==> config.mk <==
export PLATFORM = sky130hd
export DESIGN_NAME = perf_counter_snapshot_packer
export DESIGN_NICKNAME = d
export VERILOG_FILES = /design/src/rtl/perf_counter_snapshot_packer.sv
export SDC_FILE = /design/constraint.sdc
export NUM_CORES = 2
export LEC_CHECK = 0
export ABC_AREA = 0
export CAP_MARGIN = 15
export CORE_AREA = 2 2 344 346
export DETAILED_ROUTE_END_ITERATION = 8
export DIE_AREA = 0 0 346 348
export GPL_TIMING_DRIVEN = 0
export HOLD_SLACK_MARGIN = 0.02
export SKIP_CTS_REPAIR_TIMING = 1
export SKIP_LAST_GASP = 1
export SLEW_MARGIN = 10
export SYNTH_ARGS = -nofsm -noshare
export SYNTH_HDL_FRONTEND = slang
export SYNTH_SLANG_ARGS = --single-unit
==> constraint.sdc <==
create_clock -name clk -period 10.7 [get_ports clk]
set_clock_uncertainty 0.15 [all_clocks]
set_input_delay 1.07 -clock clk [delete_from_list [all_inputs] [get_ports clk]]
set_output_delay 1.07 -clock clk [all_outputs]
set_load 0.05 [all_outputs]
==> src/rtl/perf_counter_snapshot_packer.sv <==
// Snapshots a bank of event counters on a trigger and streams them out as an AXI4-Stream frame.
// Optional PERF_PACKER_TIMESTAMP_EN prepends a 32-bit cycle-count header beat to each frame.
module perf_counter_snapshot_packer #(
  parameter int unsigned NUM_COUNTERS  = 115,
  parameter int unsigned COUNTER_WIDTH = 7,
  parameter int unsigned TDATA_WIDTH   = 64
) (
  input  logic                                  clk,
  input  logic                                  rst_n,
  input  logic [NUM_COUNTERS*COUNTER_WIDTH-1:0] counters_flat,
  input  logic                                  sample_trigger,
  output logic                                  counters_clear,
  output logic [TDATA_WIDTH-1:0]                m_axis_tdata,
  output logic                                  m_axis_tvalid,
  input  logic                                  m_axis_tready,
  output logic                                  m_axis_tlast,
  output logic                                  busy,
  output logic [15:0]                           dropped_triggers
);

  localparam int unsigned FLAT_W = NUM_COUNTERS * COUNTER_WIDTH;
  localparam int unsigned CPB    = TDATA_WIDTH / COUNTER_WIDTH;
  localparam int unsigned NBEATS = (NUM_COUNTERS + CPB - 1) / CPB;
`ifdef PERF_PACKER_TIMESTAMP_EN
  localparam int unsigned HDR_BEATS = 1;
`else
  localparam int unsigned HDR_BEATS = 0;
`endif
  localparam int unsigned NFRAME = NBEATS + HDR_BEATS;
  localparam int unsigned BEAT_W = (NFRAME > 1) ? $clog2(NFRAME) : 1;
  localparam logic [BEAT_W-1:0] LAST_BEAT = BEAT_W'(NFRAME - 1);

  typedef enum logic {IDLE, SEND} state_t;

  state_t                   state_q, state_d;
  logic [BEAT_W-1:0]        beat_q, beat_d, next_beat;
  logic [FLAT_W-1:0]        snapshot_q, snapshot_d, src_flat;
  logic [TDATA_WIDTH-1:0]   tdata_q, tdata_d, next_tdata;
  logic                     tvalid_q, tvalid_d;
  logic                     tlast_q, tlast_d;
  logic                     clear_q, clear_d;
  logic [15:0]              dropped_q, dropped_d;
  logic                     hs, last_hs, load;
`ifdef PERF_PACKER_TIMESTAMP_EN
  logic [31:0]              cyc_q, ts_q, ts_d, src_ts;
`endif

  // Gathers the counters belonging to one data beat; slots past the last counter stay zero.
  function automatic logic [TDATA_WIDTH-1:0] pack_beat(input logic [FLAT_W-1:0] flat,
                                                      input int unsigned      data_idx);
    logic [TDATA_WIDTH-1:0] beat;
    int unsigned            c;
    beat = '0;
    for (int unsigned j = 0; j < CPB; j++) begin
      c = data_idx * CPB + j;
      if (c < NUM_COUNTERS) begin
        beat[j*COUNTER_WIDTH +: COUNTER_WIDTH] = flat[c*COUNTER_WIDTH +: COUNTER_WIDTH];
      end
    end
    return beat;
  endfunction

  // Next-state and next-output logic
  always_comb begin
    state_d    = state_q;
    beat_d     = beat_q;
    snapshot_d = snapshot_q;
    tdata_d    = tdata_q;
    tvalid_d   = tvalid_q;
    tlast_d    = tlast_q;
    clear_d    = 1'b0;
    dropped_d  = dropped_q;
`ifdef PERF_PACKER_TIMESTAMP_EN
    ts_d       = ts_q;
`endif

    hs      = tvalid_q && m_axis_tready;
    last_hs = hs && tlast_q;
    // A trigger is taken when idle or exactly on the closing handshake of a frame.
    load    = sample_trigger && ((state_q == IDLE) || last_hs);

    src_flat  = load ? counters_flat : snapshot_q;
    next_beat = load ? '0 : beat_q + BEAT_W'(1);
`ifdef PERF_PACKER_TIMESTAMP_EN
    src_ts     = load ? cyc_q : ts_q;
    next_tdata = (next_beat == '0) ? TDATA_WIDTH'(src_ts)
                                   : pack_beat(src_flat, 32'(next_beat) - 32'd1);
`else
    next_tdata = pack_beat(src_flat, 32'(next_beat));
`endif

    if (load) begin
      state_d    = SEND;
      beat_d     = next_beat;
      snapshot_d = counters_flat;
`ifdef PERF_PACKER_TIMESTAMP_EN
      ts_d       = cyc_q;
`endif
      tdata_d    = next_tdata;
      tvalid_d   = 1'b1;
      tlast_d    = (next_beat == LAST_BEAT);
      clear_d    = 1'b1;
    end else begin
      case (state_q)
        IDLE: ;
        SEND: begin
          if (sample_trigger && (dropped_q != 16'hFFFF)) begin
            dropped_d = dropped_q + 16'd1;
          end
          if (last_hs) begin
            state_d  = IDLE;
            beat_d   = '0;
            tdata_d  = '0;
            tvalid_d = 1'b0;
            tlast_d  = 1'b0;
          end else if (hs) begin
            beat_d  = next_beat;
            tdata_d = next_tdata;
            tlast_d = (next_beat == LAST_BEAT);
          end
        end
        default: state_d = IDLE;
      endcase
    end
  end

  // State register with synchronous active-low reset
  always_ff @(posedge clk) begin
    if (!rst_n) begin
      state_q    <= IDLE;
      beat_q     <= '0;
      snapshot_q <= '0;
      tdata_q    <= '0;
      tvalid_q   <= 1'b0;
      tlast_q    <= 1'b0;
      clear_q    <= 1'b0;
      dropped_q  <= '0;
`ifdef PERF_PACKER_TIMESTAMP_EN
      ts_q       <= '0;
`endif
    end else begin
      state_q    <= state_d;
      beat_q     <= beat_d;
      snapshot_q <= snapshot_d;
      tdata_q    <= tdata_d;
      tvalid_q   <= tvalid_d;
      tlast_q    <= tlast_d;
      clear_q    <= clear_d;
      dropped_q  <= dropped_d;
`ifdef PERF_PACKER_TIMESTAMP_EN
      ts_q       <= ts_d;
`endif
    end
  end

`ifdef PERF_PACKER_TIMESTAMP_EN
  // Free-running cycle counter sampled into the header beat
  always_ff @(posedge clk) begin
    if (!rst_n) cyc_q <= '0;
    else        cyc_q <= cyc_q + 32'd1;
  end
`endif

  assign m_axis_tdata     = tdata_q;
  assign m_axis_tvalid    = tvalid_q;
  assign m_axis_tlast     = tlast_q;
  assign counters_clear   = clear_q;
  assign dropped_triggers = dropped_q;
  assign busy             = (state_q == SEND);

endmodule

==> run summary <==
Status -> finished, final reports clean
Sequential-to-total area share from yosys stat -> 47.0%
Hold Vio Cnt, Final -> 0
Worst-path maximum fanout -> 10
HP Class -> register to register
Leak Pwr -> 18.6 nW
CTS sink count -> 892
DIE HEIGHT -> 348 microns
CP max stage delay -> 750 ps
Peak VDD IR -> 0.000129 V
Die area -> 0.120 sq mm
Grt ovf -> 0
Port bufs -> 891
Vias in the first global route -> 39.5k
Worst path cell trace -> clkdlybuf4s50_1, and4_1, nor2_1, nand2_1, inv_1, clkbuf_1, ha_1, clkbuf_1, xor2_1, nand2_1, o31a_1, o21a_1, a31oi_1, o21ai_0
Library cells used by synthesis -> 62
CTS buffer count -> 97
Post-Place Worst Slack -> 3350 ps
Startpoint types -> primary input
Vias/cell -> 5.65
CTS tree -> built
Delay-heaviest family, CP -> buffers and inverters
Crit Path Category -> primary input to register
Cells after Synth -> 4651
Net Count, Synth -> 5473
Placer Congestion -> 1.04
RSZ-0062 raised after global routing -> no
Period utilization -> 66.6%
Async set-or-reset flop fraction in the synthesized netlist -> 0%
Initial Util -> 32.5%
Final HPWL DP -> 187000 microns
Setup violations, final -> 0
EDFF count, synth -> 0
Pwr dens -> 168 mW/mm^2
I/O pins -> 893
Netlist Area Pre-Place -> 0.0380 sq mm
Max_cap viols -> 0
GR Util All Layers -> 37.5%
Slew Limit Fails -> 0
Initial drt markers -> 5067
Chip width -> 346 microns
Data required, critical path -> 11080 ps
Worst Path Buf+Inv -> 4
Routed len/inst -> 32.2 microns
Post-layout min period -> 7120 ps
Final nets -> 6472
Worst setup EP type -> register
H-tree levels -> 3
Initial antenna violation count -> 38
Final Power -> 8.76 mW
Syn Area/Cell -> 8.17 sq um
Worst rel slew slack -> 7.77%
Drt first pass iters -> 6
Layout cells sized above 1 -> 6.90%
Slew @ Worst Pin -> 1380 ps
Std-Cell Rows -> 126
Seq cells post-synth -> 892
Slowest-stage cell, CP -> xor2_1
Residual DRC -> 0
Core ar. -> 0.117 sq mm
Routed Antenna Nets -> 0
Root Driver -> clkbuf_16
TNS Setup -> 0 ps
Top FF cell, synth -> dfxtp_1
Filler cells -> 11.9k
Fin worst setup slack -> 3580 ps
Total number of vias -> 41.1k
P&R area growth vs syn -> 37.3%
Clk_lat worst skew -> 700 ps
WP data arrival -> 7500 ps
First-pass GRT wire length -> 313000 microns
Worst-case clock buffer depth -> 3
Worst-path clk slew -> 60 ps
Fmax -> 0.140 GHz
Final WL -> 235000 microns
Largest net degree at the start of global routing -> 14
Number of synthesis warnings -> 0
cell usage in the layout (no fill, tap or decap), drive strengths merged, types with 19 or more instances in the layout:
cell,instances
nand2,1764
dfxtp,892
clkdlybuf4s50,891
a21oi,890
clkbuf,454
mux4,180
o21ai,89
buf,78
nor2,75
nand3,71
mux2i,24
diode,20
clkinv,20
and3,19
power by group:
part	switching, mW	leakage, nW	total [mW]	internal [mW]
combinational	1.04	9.71	1.66	0.619
sequential	0.123	7.32	3.64	3.52
clock	1.46	1.56	3.46	1.99
worst paths after layout:
path                                    to  cells past startpoint  slack, ps                       start
max          m_axis_tdata[23]$_SDFFE_PN0P_                     14       3580              sample_trigger
max reg2reg  m_axis_tdata[23]$_SDFFE_PN0P_                     13       4080             busy$_SDFF_PN0_
min reg2reg     snapshot_q[703]$_SDFF_PN0_                      2        300  snapshot_q[703]$_SDFF_PN0_
min             snapshot_q[703]$_SDFF_PN0_                      2        300  snapshot_q[703]$_SDFF_PN0_
sequential cells by signal, indices dropped and copies added, names as in the netlist:
signal            count
beat_q                4
busy                  1
counters_clear        1
dropped_triggers     16
m_axis_tdata         63
m_axis_tlast          1
m_axis_tvalid         1
snapshot_q          805
layout make-up:
class / count / area, sq um / share of cell area, %
Multi-Input combinational cell: 3362 / 18600 / 35.7
Sequential cell: 892 / 17900 / 34.2
Timing Repair Buffer: 900 / 9020 / 17.3
Clock buffer: 139 / 2750 / 5.27
Tap cell: 1536 / 1920 / 3.69
Buffer: 384 / 1510 / 2.89
Clock inverter: 31 / 403 / 0.773
Antenna cell: 20 / 50.0 / 0.0960
Inverter: 13 / 48.8 / 0.0936
cell families (layout without fill, tap and decap cells):
logic type      count (synthesis)  after routing  synth area share (%)
fa+ha+maj                      13             13                 0.428
simple gates                 1994           1994                  20.5
other cells                     1             21               0.00987
mux                           207            207                  11.4
compound gates               1117           1117                  15.9
flops                         892            892                  47.0
buf+inv                       397           1467                  4.05
xor+xnor                       30             30                 0.731
cells in the mapped netlist (11+ instances only):
cell / count / area share, %
nand2_1: 1764 / 17
dfxtp_1: 892 / 47
a21oi_1: 890 / 12
clkbuf_1: 315 / 3.1
mux4_2: 180 / 11
o21ai_0: 89 / 1.2
nor2_1: 75 / 0.74
nand3_1: 71 / 0.94
buf_2: 36 / 0.47
buf_1: 32 / 0.32
mux2i_1: 24 / 0.63
and3_1: 19 / 0.31
a31oi_1: 18 / 0.30
a32o_1: 18 / 0.47
nand4_1: 17 / 0.28
xor2_1: 16 / 0.37
ha_1: 13 / 0.43
a211oi_1: 12 / 0.24
inv_1: 12 / 0.12
xnor2_1: 12 / 0.28
a22o_1: 11 / 0.25
a32oi_1: 11 / 0.25
nor3_1: 11 / 0.14
worst register-to-register path, delay by kind of cell, from the launching register on:
| kind | cells | cell delay (ps) |
|---|---|---|
| compound gates | 4 | 1420 |
| xor+xnor | 1 | 750 |
| fa+ha+maj | 1 | 260 |
| buf+inv | 3 | 1320 |
| flops | 1 | 690 |
| simple gates | 4 | 1880 |
metrics by stage:
step,std cells,hold slack (ps),utilization (%),instance area (sq um)
3_3_place_gp,7078,287,41.7,48800
5_1_grt,7267,313,44.6,52100
4_1_cts,7256,302,44.5,52100
6_report,7277,303,44.6,52100
2_1_floorplan,4651,282,-,38000
3_5_place_dp,7086,293,41.8,48900
routing by layer:
layer | wire length [microns] | part of all wire (%) | vias up | track usage [%]
li1 | - | - | 17814 | -
met1 | 90800 | 39 | 20181 | 46.7
met2 | 104000 | 44 | 2474 | 58.3
met3 | 22900 | 9.8 | 621 | 9.09
met4 | 17200 | 7.3 | 20 | 23.8
met5 | 138 | 0.059 | - | 0
No activity file was read; power rests on OpenSTA's default activity.
